===== src/rtl/sync_fifo_param.sv =====
// Single-clock FIFO with occupancy count, almost-full/almost-empty flags,
// sticky overflow/underflow errors and selectable first-word-fall-through reads.
module sync_fifo_param #(
    parameter int unsigned DATA_WIDTH    = 8,
    parameter int unsigned ADDR_WIDTH    = 4,
    parameter int unsigned AFULL_THRESH  = 12,
    parameter int unsigned AEMPTY_THRESH = 4,
    parameter bit          FWFT          = 1'b0
) (
    input  logic                  clk,
    input  logic                  rst,
    input  logic                  write_enable,
    input  logic [DATA_WIDTH-1:0] wdata,
    input  logic                  read_enable,
    output logic [DATA_WIDTH-1:0] rdata,
    output logic                  wfull,
    output logic                  rempty,
    output logic                  walmost_full,
    output logic                  ralmost_empty,
    output logic [ADDR_WIDTH:0]   count,
    output logic                  overflow,
    output logic                  underflow,
    input  logic                  clear_err
);

    localparam int unsigned Depth = 2 ** ADDR_WIDTH;
    localparam logic [ADDR_WIDTH:0] One = {{ADDR_WIDTH{1'b0}}, 1'b1};

    logic [DATA_WIDTH-1:0] mem_q [Depth];
    logic [ADDR_WIDTH:0]   wptr_q, wptr_d;
    logic [ADDR_WIDTH:0]   rptr_q, rptr_d;
    logic [ADDR_WIDTH:0]   count_q, count_d;
    logic                  overflow_q, overflow_d;
    logic                  underflow_q, underflow_d;
    logic                  wr_ok, rd_ok;

    // Wrap bit distinguishes full from empty when the address bits match.
    assign rempty = (wptr_q == rptr_q);
    assign wfull  = (wptr_q[ADDR_WIDTH] != rptr_q[ADDR_WIDTH]) &&
                    (wptr_q[ADDR_WIDTH-1:0] == rptr_q[ADDR_WIDTH-1:0]);

    assign walmost_full  = (32'(count_q) >= AFULL_THRESH);
    assign ralmost_empty = (32'(count_q) <= AEMPTY_THRESH);
    assign count         = count_q;
    assign overflow      = overflow_q;
    assign underflow     = underflow_q;

    always_comb begin
        wr_ok  = write_enable & ~wfull;
        rd_ok  = read_enable & ~rempty;
        wptr_d = wptr_q;
        rptr_d = rptr_q;
        if (wr_ok) wptr_d = wptr_q + One;
        if (rd_ok) rptr_d = rptr_q + One;
        unique case ({wr_ok, rd_ok})
            2'b10:   count_d = count_q + One;
            2'b01:   count_d = count_q - One;
            default: count_d = count_q;
        endcase
        // A new error event wins over a same-cycle clear.
        overflow_d  = (write_enable & wfull) | (overflow_q & ~clear_err);
        underflow_d = (read_enable & rempty) | (underflow_q & ~clear_err);
    end

    always_ff @(posedge clk or posedge rst) begin
        if (rst) begin
            wptr_q      <= '0;
            rptr_q      <= '0;
            count_q     <= '0;
            overflow_q  <= 1'b0;
            underflow_q <= 1'b0;
        end else begin
            wptr_q      <= wptr_d;
            rptr_q      <= rptr_d;
            count_q     <= count_d;
            overflow_q  <= overflow_d;
            underflow_q <= underflow_d;
        end
    end

    always_ff @(posedge clk) begin
        if (wr_ok) mem_q[wptr_q[ADDR_WIDTH-1:0]] <= wdata;
    end

    if (FWFT) begin : g_fwft
        assign rdata = mem_q[rptr_q[ADDR_WIDTH-1:0]];
    end else begin : g_reg_read
        logic [DATA_WIDTH-1:0] rdata_q;

        always_ff @(posedge clk or posedge rst) begin
            if (rst) begin
                rdata_q <= '0;
            end else if (rd_ok) begin
                rdata_q <= mem_q[rptr_q[ADDR_WIDTH-1:0]];
            end
        end

        assign rdata = rdata_q;
    end

endmodule


===== config.mk =====
export PLATFORM = sky130hd
export DESIGN_NAME = sync_fifo_param
export DESIGN_NICKNAME = d
export VERILOG_FILES = /design/src/rtl/sync_fifo_param.sv
export SDC_FILE = /design/constraint.sdc
export NUM_CORES = 1
export LEC_CHECK = 0
export ABC_AREA = 1
export CORE_ASPECT_RATIO = 0.7
export CORE_MARGIN = 1
export CORE_UTILIZATION = 65
export DETAILED_ROUTE_END_ITERATION = 6
export DONT_BUFFER_PORTS = 1
export GPL_TIMING_DRIVEN = 0
export PLACE_DENSITY = 0.88
export REMOVE_ABC_BUFFERS = 1
export SLEW_MARGIN = 20
export SYNTH_ARGS = -nofsm -noshare
export SYNTH_HDL_FRONTEND = slang
export SYNTH_SLANG_ARGS = --single-unit

===== constraint.sdc =====
create_clock -name clk -period 7.3 [get_ports clk]
set_input_delay 0.73 -clock clk [delete_from_list [all_inputs] [get_ports clk]]
set_output_delay 0.73 -clock clk [all_outputs]
set_load 0.02 [all_outputs]

# Word-level counts from Yosys, hierarchy flattened
# Memories as Yosys holds them, arrays and structs flattened. A register that Yosys moved wholly into a read port is not among the register bits.
# Index checks and enable logic that the tools add are counted.
# totals
in_bits,13
regBits,17
n_memories,1
elab_cells,33
output_inout_bits,19
ramBits,128
# op_classes
addsub,4
mux,3
eq_ne,5
order_cmp,2
reduce_logical,2
bitwise,11
# memory_table
name,depth,word_bits,read_ports,rd_ports_with_merged_regs,wr,line,text
mem_q,16,8,1,1,1,29,logic [DATA_WIDTH-1:0] mem_q [Depth];
# op_table
op,n
adder 5 x 1 -> 5 bit (second input constant),3
one-hot mux 5 bit (2 select lines),1
bitwise AND 1 bit,6
== test 5 bit,1
>= comparator 5 x 4 -> 1 bit (second input constant),1
<= comparator 5 x 3 -> 1 bit (second input constant),1
subtractor 5 x 1 -> 5 bit (second input constant),1
== test 4 bit,1
inverter 1 bit,3
== test 2 x 1 -> 1 bit (second input constant),1
== test 2 bit (second input constant),1
two-way mux 1 bit,2
OR 1 bit,2
nonzero test 2 bit,1
logical AND 1 bit,1
!= test 1 bit,1

# Longest topological paths before layout
# Gate-level depths: netlist of the first run.
# depth
ltp_word,6
depth_mapped,16

# Worst setup path after synthesis of the first run
# No wires, ideal clock.
# synth_timing
path_type,reg-to-reg
start,register rptr_q[1]
end,"register count_q[4], in the netlist count[4]"
stages_incl_launch_ff,17
path_buffers,2
period_less_slack_ns,2.474
setup_time_ns,0.083
arrival_time_ns,2.391
t_required_ns,7.217
path_slack_ns,4.826
cell_sequence,dfrtp_1 -> buf_2 -> inv_2 -> nand2_1 -> a21oi_2 -> nand3_1 -> nand2_2 -> inv_2 -> clkbuf_8 -> ha_1 -> fa_1 -> nand2_1 -> nand2_1 -> a21oi_1 -> xor2_1 -> nand2_1 -> o21ai_0
# synth_between
elab_cells_between_ends,11
classes_between,4 x eq/ne; 1 x mux; 4 x bitwise; 2 x reduce/logical
# synth_lines
item,line,text
from (decl),31,"logic [ADDR_WIDTH:0] rptr_q, rptr_d;"
from (signal assigned),74,rptr_q <= rptr_d;
== test 5 bit *,38,assign rempty = (wptr_q == rptr_q);
inverter 1 bit *,50,rd_ok = read_enable & ~rempty;
bitwise AND 1 bit *,50,
net rd_ok,35,"logic wr_ok, rd_ok;"
== test 2 x 1 -> 1 bit / == test 2 bit (equally long branches),55,"unique case ({wr_ok, rd_ok})"
one-hot mux 5 bit (2 select lines) / nonzero test 2 bit (equally long branches),--,
to (signal assigned),75,count_q <= count_d;
to (decl),32,"logic [ADDR_WIDTH:0] count_q, count_d;"
# The timed path passes the listed nets; every way through them passes the cells marked *.
# A chain may end at the register's enable or synchronous reset.

# Final worst setup path of the first run
# layout_timing
start,register rptr_q[0]
end,"register count_q[4], in the netlist count[4]"
# layout_between
elab_chain_cells,6
elab_cells_between_ends,11
classes_between,4 x eq/ne; 1 x mux; 4 x bitwise; 2 x reduce/logical
# layout_rtl
item,line,text
== test 4 bit,40,(wptr_q[ADDR_WIDTH-1:0] == rptr_q[ADDR_WIDTH-1:0]);
logical AND 1 bit,39,assign wfull = (wptr_q[ADDR_WIDTH] != rptr_q[ADDR_WIDTH]) &&
inverter 1 bit,49,wr_ok = write_enable & ~wfull;
bitwise AND 1 bit,49,
== test 2 x 1 -> 1 bit / == test 2 bit (equally long branches),55,
one-hot mux 5 bit (2 select lines) / nonzero test 2 bit (equally long branches),--,
# Parallel ways exist; a longest one is shown, timed or not.

==> run metrics, run 1 <==
Reg2Reg Setup Slack=2410 ps; synthesis-stage register bit count=153; initial antenna violation count=0; placed cells=841; Fin. Hold Viols=0; register area share after synthesis=0.6381; Pleak=0.003521 uW; status=complete, no violations; Synth cell types=25; Initial Util=0.6738; I/O pin total=32; die height=88.85 um; fin crit period=4894 ps; r2r startpoint=rptr_q[0]$_DFFE_PP0P_; Max Transition Viols Final=0; H-tree levels=4; nets@finish=751; Final ANT Viol Nets=0; Int Pwr=1893 uW; Initial DRT Pass Iterations=6; Syn. warnings=0; DR vias=4928; CP Class=reg2reg; number of post-CTS setup repair buffers=0; Port Buffer Count=0; fin cells=873; DP Worst Slack=2956 ps; Comb pwr share=0.292; GP Congestion=0.8287; Clock Tree Root=clkbuf_16; max-capacitance violation count=0; Resized Gates After CTS=0; clock share of power=0.284; Final Skew=7.568 ps; detailed-route DRC error count=0; min-delay worst type=in2async; clock slew at reported path FFs=60 ps; sink count of the clock tree=153; PnR worst setup slack=2406 ps; Vias/cell=5.645; initial DRC count=508; Arrival @ worst endpoint=5240 ps; Die X=126.1 um; RR Endpoint=count[4]$_DFFE_PP0P_; final setup vio count=0; crit path launch type=flop; crit path capture type=flop; CTS tree=built; Setup crit start=rptr_q[0]$_DFFE_PP0P_; required time of the critical path=7650 ps; commonest non-fill, non-tap cell in the layout=nand2_1; first-pass GRT wire length=24070 um; Post-Route Setup TNS=0 ps; share of cells above drive strength 1=0.07018; Worst Tran Pin Value=1149 ps; fin crit share=0.6704; CORE AREA=10400 um^2; Peak VDD IR=313.7 uV; RSZ-0062 raised after global routing=no; CTS Buf Count=17; worst skew pair latency=420 ps; row count=31; grt ovf=0; power share of the sequential group=0.424; most frequent cells in the layout=nand2_1 (267), inv_1 (142), edfxtp_1 (128), nand3_1 (86), dfrtp_1 (23); max_slew headroom=0.2279; Max Root-Sink Buffers=2; WL final=15520 um; DIE AREA=11200 um^2; Area Overhead vs Synth=10.18%; largest net degree at the start of global routing=70; sw frac=0.3912; Syn Inst Count=736; FF-to-FF path depth=14; post-DR wirelength/cell=17.77 um; hold_buf cts=0; Netlist Area Pre-Place=7004 um^2; hpwl dp=9395 um; Crit Path Max Fanout=69; GRT Overall Usage=0.2977; vias in the first global route=4762; PwrDens=402.9 nW/um^2; diode count=0; maximum operating frequency=204.4 MHz; syn avg cell area=9.517 um^2; P_sw=1216 uW
[cell usage after synthesis (all sizes together)]
cell type / instances / area share
clkbuf: 9 / 0.0063
xor2: 5 / 0.0063
o22a: 1 / 0.0013
buf: 18 / 0.014
nor2: 6 / 0.0032
nor3: 16 / 0.011
a21oi: 3 / 0.0027
edfxtp: 128 / 0.55
nand3: 86 / 0.061
xnor2: 7 / 0.0088
o21ai: 6 / 0.0043
clkinv: 2 / 0.0011
inv: 145 / 0.078
fa: 1 / 0.0029
o22ai: 1 / 0.00089
ha: 9 / 0.016
dfrtp: 25 / 0.089
nand2: 268 / 0.14
[power by group through the flow]
stage / sequential, uW / combinational (uW) / clock (uW)
2_1_floorplan: 1270 / 637 / 0
4_1_cts: 1320 / 883 / 886
3_5_place_dp: 1330 / 866 / 0
3_3_place_gp: 1320 / 814 / 0
6_report: 1320 / 907 / 883
5_1_grt: 1340 / 1020 / 919
[final cells by class]
class                   count  area, um^2
fillers                   644        2678
clock buffers              22       539.3
well taps                 132       165.2
multi-input cells         409        1913
clock inverters            10       72.57
flip-flops and latches    153        4474
inverters                 147       553.0
[worst max-delay path: stages, from the launching register on]
cell	delay [ps]
dfrtp_4	910
clkinv_2	980
nand2_1	240
nand2_1	90
a21oi_2	160
nand3_1	130
nand2_1	820
ha_1	440
ha_1	310
nand2_1	100
nand2_1	70
a21oi_1	210
xor2_1	170
nand2_1	60
o21ai_0	70
[layer usage]
metal / up-vias / GRT usage / part of all wire
li1: 2302 / - / -
met3: 35 / 0.06953 / 0.094
met2: 275 / 0.4872 / 0.49
met4: 0 / 0.1271 / 0.022
met1: 2316 / 0.3910 / 0.39
met5: - / 0 / 0
[cells by family after synthesis]
family                   after synthesis  synth area share
AO/OA/AOI/OAI                         11          0.009112
adder cells (fa/ha/maj)               10           0.01894
AND/OR/NAND/NOR                      376            0.2201
flip-flops                           153            0.6381
buffers and inverters                174           0.09879
XOR/XNOR                              12           0.01501
[state kept, by name (all words and copies together), names as in the netlist]
register	count
wptr_q	5
rptr_q	5
mem_q	128
count	5
rdata	8
underflow	1
overflow	1
[how the worst max path moves through the flow]
| stage | end | slack, ps | cells after the start |
|---|---|---|---|
| 5_1_grt | count[4]$_DFFE_PP0P_ | 2050 | 14 |
| 2_1_floorplan | count[4]$_DFFE_PP0P_ | 3230 | 14 |
| 6_report | count[4]$_DFFE_PP0P_ | 2410 | 14 |
| 4_1_cts | count[4]$_DFFE_PP0P_ | 2880 | 14 |
| 3_3_place_gp | count[4]$_DFFE_PP0P_ | 1840 | 14 |
| 3_5_place_dp | count[4]$_DFFE_PP0P_ | 2960 | 14 |
[per-stage QoR]
step | hold slack, ps | util | power [uW] | instance area, um^2
2_1_floorplan | 509.9 | - | 1903 | 6864
4_1_cts | 390.3 | 0.7399 | 3086 | 7691
5_1_grt | 386.5 | 0.7424 | 3281 | 7717
3_5_place_dp | 541.9 | 0.6810 | 2197 | 7079
3_3_place_gp | 535.6 | 0.6762 | 2135 | 7029
6_report | 404.0 | 0.7424 | 3109 | 7717
(Power assumes the default switching activity.)
==> run 2, diff against run 1 <==
--- a/config.mk
+++ b/config.mk
@@ -8,11 +8,11 @@
 export ABC_AREA = 1
 export CORE_ASPECT_RATIO = 0.7
 export CORE_MARGIN = 1
-export CORE_UTILIZATION = 65
+export CORE_UTILIZATION = 57
 export DETAILED_ROUTE_END_ITERATION = 6
 export DONT_BUFFER_PORTS = 1
 export GPL_TIMING_DRIVEN = 0
-export PLACE_DENSITY = 0.88
+export PLACE_DENSITY = 0.82
 export REMOVE_ABC_BUFFERS = 1
 export SLEW_MARGIN = 20
 export SYNTH_ARGS = -nofsm -noshare
==> constraint.sdc (replaced) <==
create_clock -name clk -period 4.3 [get_ports clk]
set_input_delay 0.43 -clock clk [delete_from_list [all_inputs] [get_ports clk]]
set_output_delay 0.43 -clock clk [all_outputs]
set_load 0.02 [all_outputs]
==> run metrics, run 2 (same netlist as run 1, synthesis figures left out) <==
Crit Path Max Fanout=37 (-46%); share of cells above drive strength 1=0.07008 (-0.00009458); die height=94.75 um (+6.6%); hpwl dp=9606 um (+2.2%); Arrival @ worst endpoint=4310 ps (-930 ps); CP Class=reg2reg; WP buf/inv=2 (+1); r2r startpoint=rptr_q[1]$_DFFE_PP0P_; power share of the sequential group=0.425 (about the same); placed cell area=7141 um^2 (+0.87%); DR vias=4979 (+1.0%); diode count=0 (unchanged); crit path capture type=flop; DP Worst Slack=-92.35 ps (-3048 ps); Hold Slack=108.7 ps (-295.4 ps); max-capacitance violation count=0 (unchanged); row count=33 (+6.5%); Final Skew=7.915 ps (+0.3463 ps); CTS Buf Count=17 (unchanged); worst skew pair latency=410 ps (about the same); Vias/cell=5.538 (-1.9%); Initial DRT Pass Iterations=7 (+1); maximum operating frequency=251.8 MHz (+23%); crit path launch type=flop; largest net degree at the start of global routing=70 (unchanged); Worst path top cell family by delay=buffers and inverters; hold_buf cts=0 (unchanged); Int Pwr=3186 uW (+68%); Worst Tran Pin Value=962.7 ps (-186.7 ps); detailed-route DRC error count=1 (+1); Max Root-Sink Buffers=2 (unchanged); max_slew headroom=0.3575 (+0.1297); min-delay worst type=in2reg; nets@finish=752 (+0.13%); Port Buffer Count=0 (unchanged); initial DRC count=602 (+19%); RSZ-0062 raised after global routing=no; fin crit share=0.9236 (+0.2533); clock share of power=0.272 (-0.012); placed cells=866 (+3.0%); fin area=7727 um^2 (+0.13%); Comb pwr share=0.303 (+0.011); crit-path max cell delay=700 ps (-280 ps); Peak VDD IR=480.5 uV (+53%); DIE AREA=12740 um^2 (+14%); PnR worst setup slack=328.4 ps (-2078 ps); Reg2Reg Setup Slack=330 ps (-2080 ps); CORE AREA=11850 um^2 (+14%); Post-Route Setup TNS=0 ps (unchanged); initial antenna violation count=0 (unchanged); max reg flops=128 (unchanged); Hold Path End=mem_q[10][3]$_DFFE_PP_; Die X=134.5 um (+6.7%); CTS tree=built; post-DR wirelength/cell=17.23 um (-3.0%); GRT Overall Usage=0.2594 (-0.03826); crit-path most repeated cell=nand2_1; hold path start=wdata[3]; Initial Util=0.5911 (-0.08274); clock slew at reported path FFs=60 ps (about the same); GP Congestion=0.8181 (-1.3%); Clock Tree Root=clkbuf_16; sink count of the clock tree=153 (unchanged); vias in the first global route=4923 (+3.4%); sw frac=0.3864 (-0.004795); Pleak=0.003508 uW (-0.38%); critical-path cell list=inv_2, nand2_1, a21oi_2, nand3_1, nand2_2, inv_2, ha_1, fa_1, nand2_1, nand2_1, a21oi_1, xor2_1, nand2_1, o21ai_0; I/O pin total=32 (unchanged); Area Overhead vs Synth=10.33%; Final ANT Viol Nets=0 (unchanged); required time of the critical path=4640 ps (-3010 ps); grt ovf=0 (unchanged); status=finished, violations left; final setup vio count=0 (unchanged); fin crit period=3972 ps (-921.9 ps); first-pass GRT wire length=23960 um (-0.49%); commonest non-fill, non-tap cell in the layout=nand2_1; RR Endpoint=count[4]$_DFFE_PP0P_; Fin. Hold Viols=0 (unchanged); WL final=15490 um (-0.15%); slowest stage cell, crit path=dfrtp_2; fin cells=899 (+3.0%); H-tree levels=4 (unchanged); P_sw=2007 uW (+65%); WHS Path Cells=0; most frequent cells in the layout=nand2_1 (266), inv_1 (142), edfxtp_1 (128), nand3_1 (86), dfrtp_1 (23); PwrDens=672.0 nW/um^2 (+67%); Max Transition Viols Final=0 (unchanged); failing checks=DRC; FF-to-FF path depth=14 (unchanged)
==> run 2: changes by cell type in the layout (fill, tap and decap cells not counted), moves of 3 or more <==
cell       change
clkbuf_1       +4
clkinv_2       +5
clkinv_4       -3
inv_4          -3
clkbuf_16      -3
==> run 2: power groups by stage <==
stage | sequential (uW) | clock (uW) | combinational [uW]
after floorplan | 2150 | 0 | 1080
after detailed placement | 2260 | 0 | 1460
after CTS | 2240 | 1410 | 1490
final | 2210 | 1410 | 1570
after global placement | 2240 | 0 | 1370
after global routing | 2230 | 1480 | 1780
==> run 2: what timing repair did <==
action | 4_1_cts | 5_1_grt
hold endpoints to repair | 0 | 0
setup endpoints to repair | 1 | 2
resized for setup | 1 | 1
setup buffers | 0 | 1
==> run 2: stage by stage <==
stage	util	total power (uW)
final	0.6521	5193
after global routing	0.6521	5490
after CTS	0.6502	5137
after detailed placement	0.6026	3723
after global placement	0.5958	3611
after floorplan	-	3230
==> run 2: worst max-delay path by stage <==
stage                                     start                    to  slack (ps)  cells after the start
final                     rptr_q[1]$_DFFE_PP0P_  count[4]$_DFFE_PP0P_         330                     14
after global placement    rptr_q[0]$_DFFE_PP0P_  count[4]$_DFFE_PP0P_       -1150                     14
after global routing      rptr_q[1]$_DFFE_PP0P_  count[4]$_DFFE_PP0P_          40                     14
after detailed placement  rptr_q[0]$_DFFE_PP0P_  count[4]$_DFFE_PP0P_         -90                     14
after CTS                 rptr_q[0]$_DFFE_PP0P_  count[4]$_DFFE_PP0P_          60                     14
after floorplan           rptr_q[0]$_DFFE_PP0P_  count[4]$_DFFE_PP0P_         230                     14
==> run 2: per-layer routing <==
layer  wire, um  global-route usage  vias to the layer above
li1           -                   -                     2298
met1       6347              0.3335                     2421
met2       7614              0.4374                      231
met3       1275             0.06012                       29
met4        255             0.09176                        0
met5          0                   0                        -
==> run 2: worst register-to-register path, delay by kind of cell (launching register included) <==
family,cells,cell delay [ps]
AOI/OAI and AO/OA,3,500
xor gates and xnor gates,1,230
adders and majority gates,2,740
buffers and inverters,2,890
DFF,1,700
and+or+nand+nor,6,840
==> run 2: area by class of cell <==
cell class,instances,area [um^2]
flip-flops and latches,153,4474
fillers,830,4123
multi-input cells,409,1921
inverters,147,554.3
clock buffers,24,493.0
well taps,157,196.4
clock inverters,8,68.82
repair buffers,1,20.02
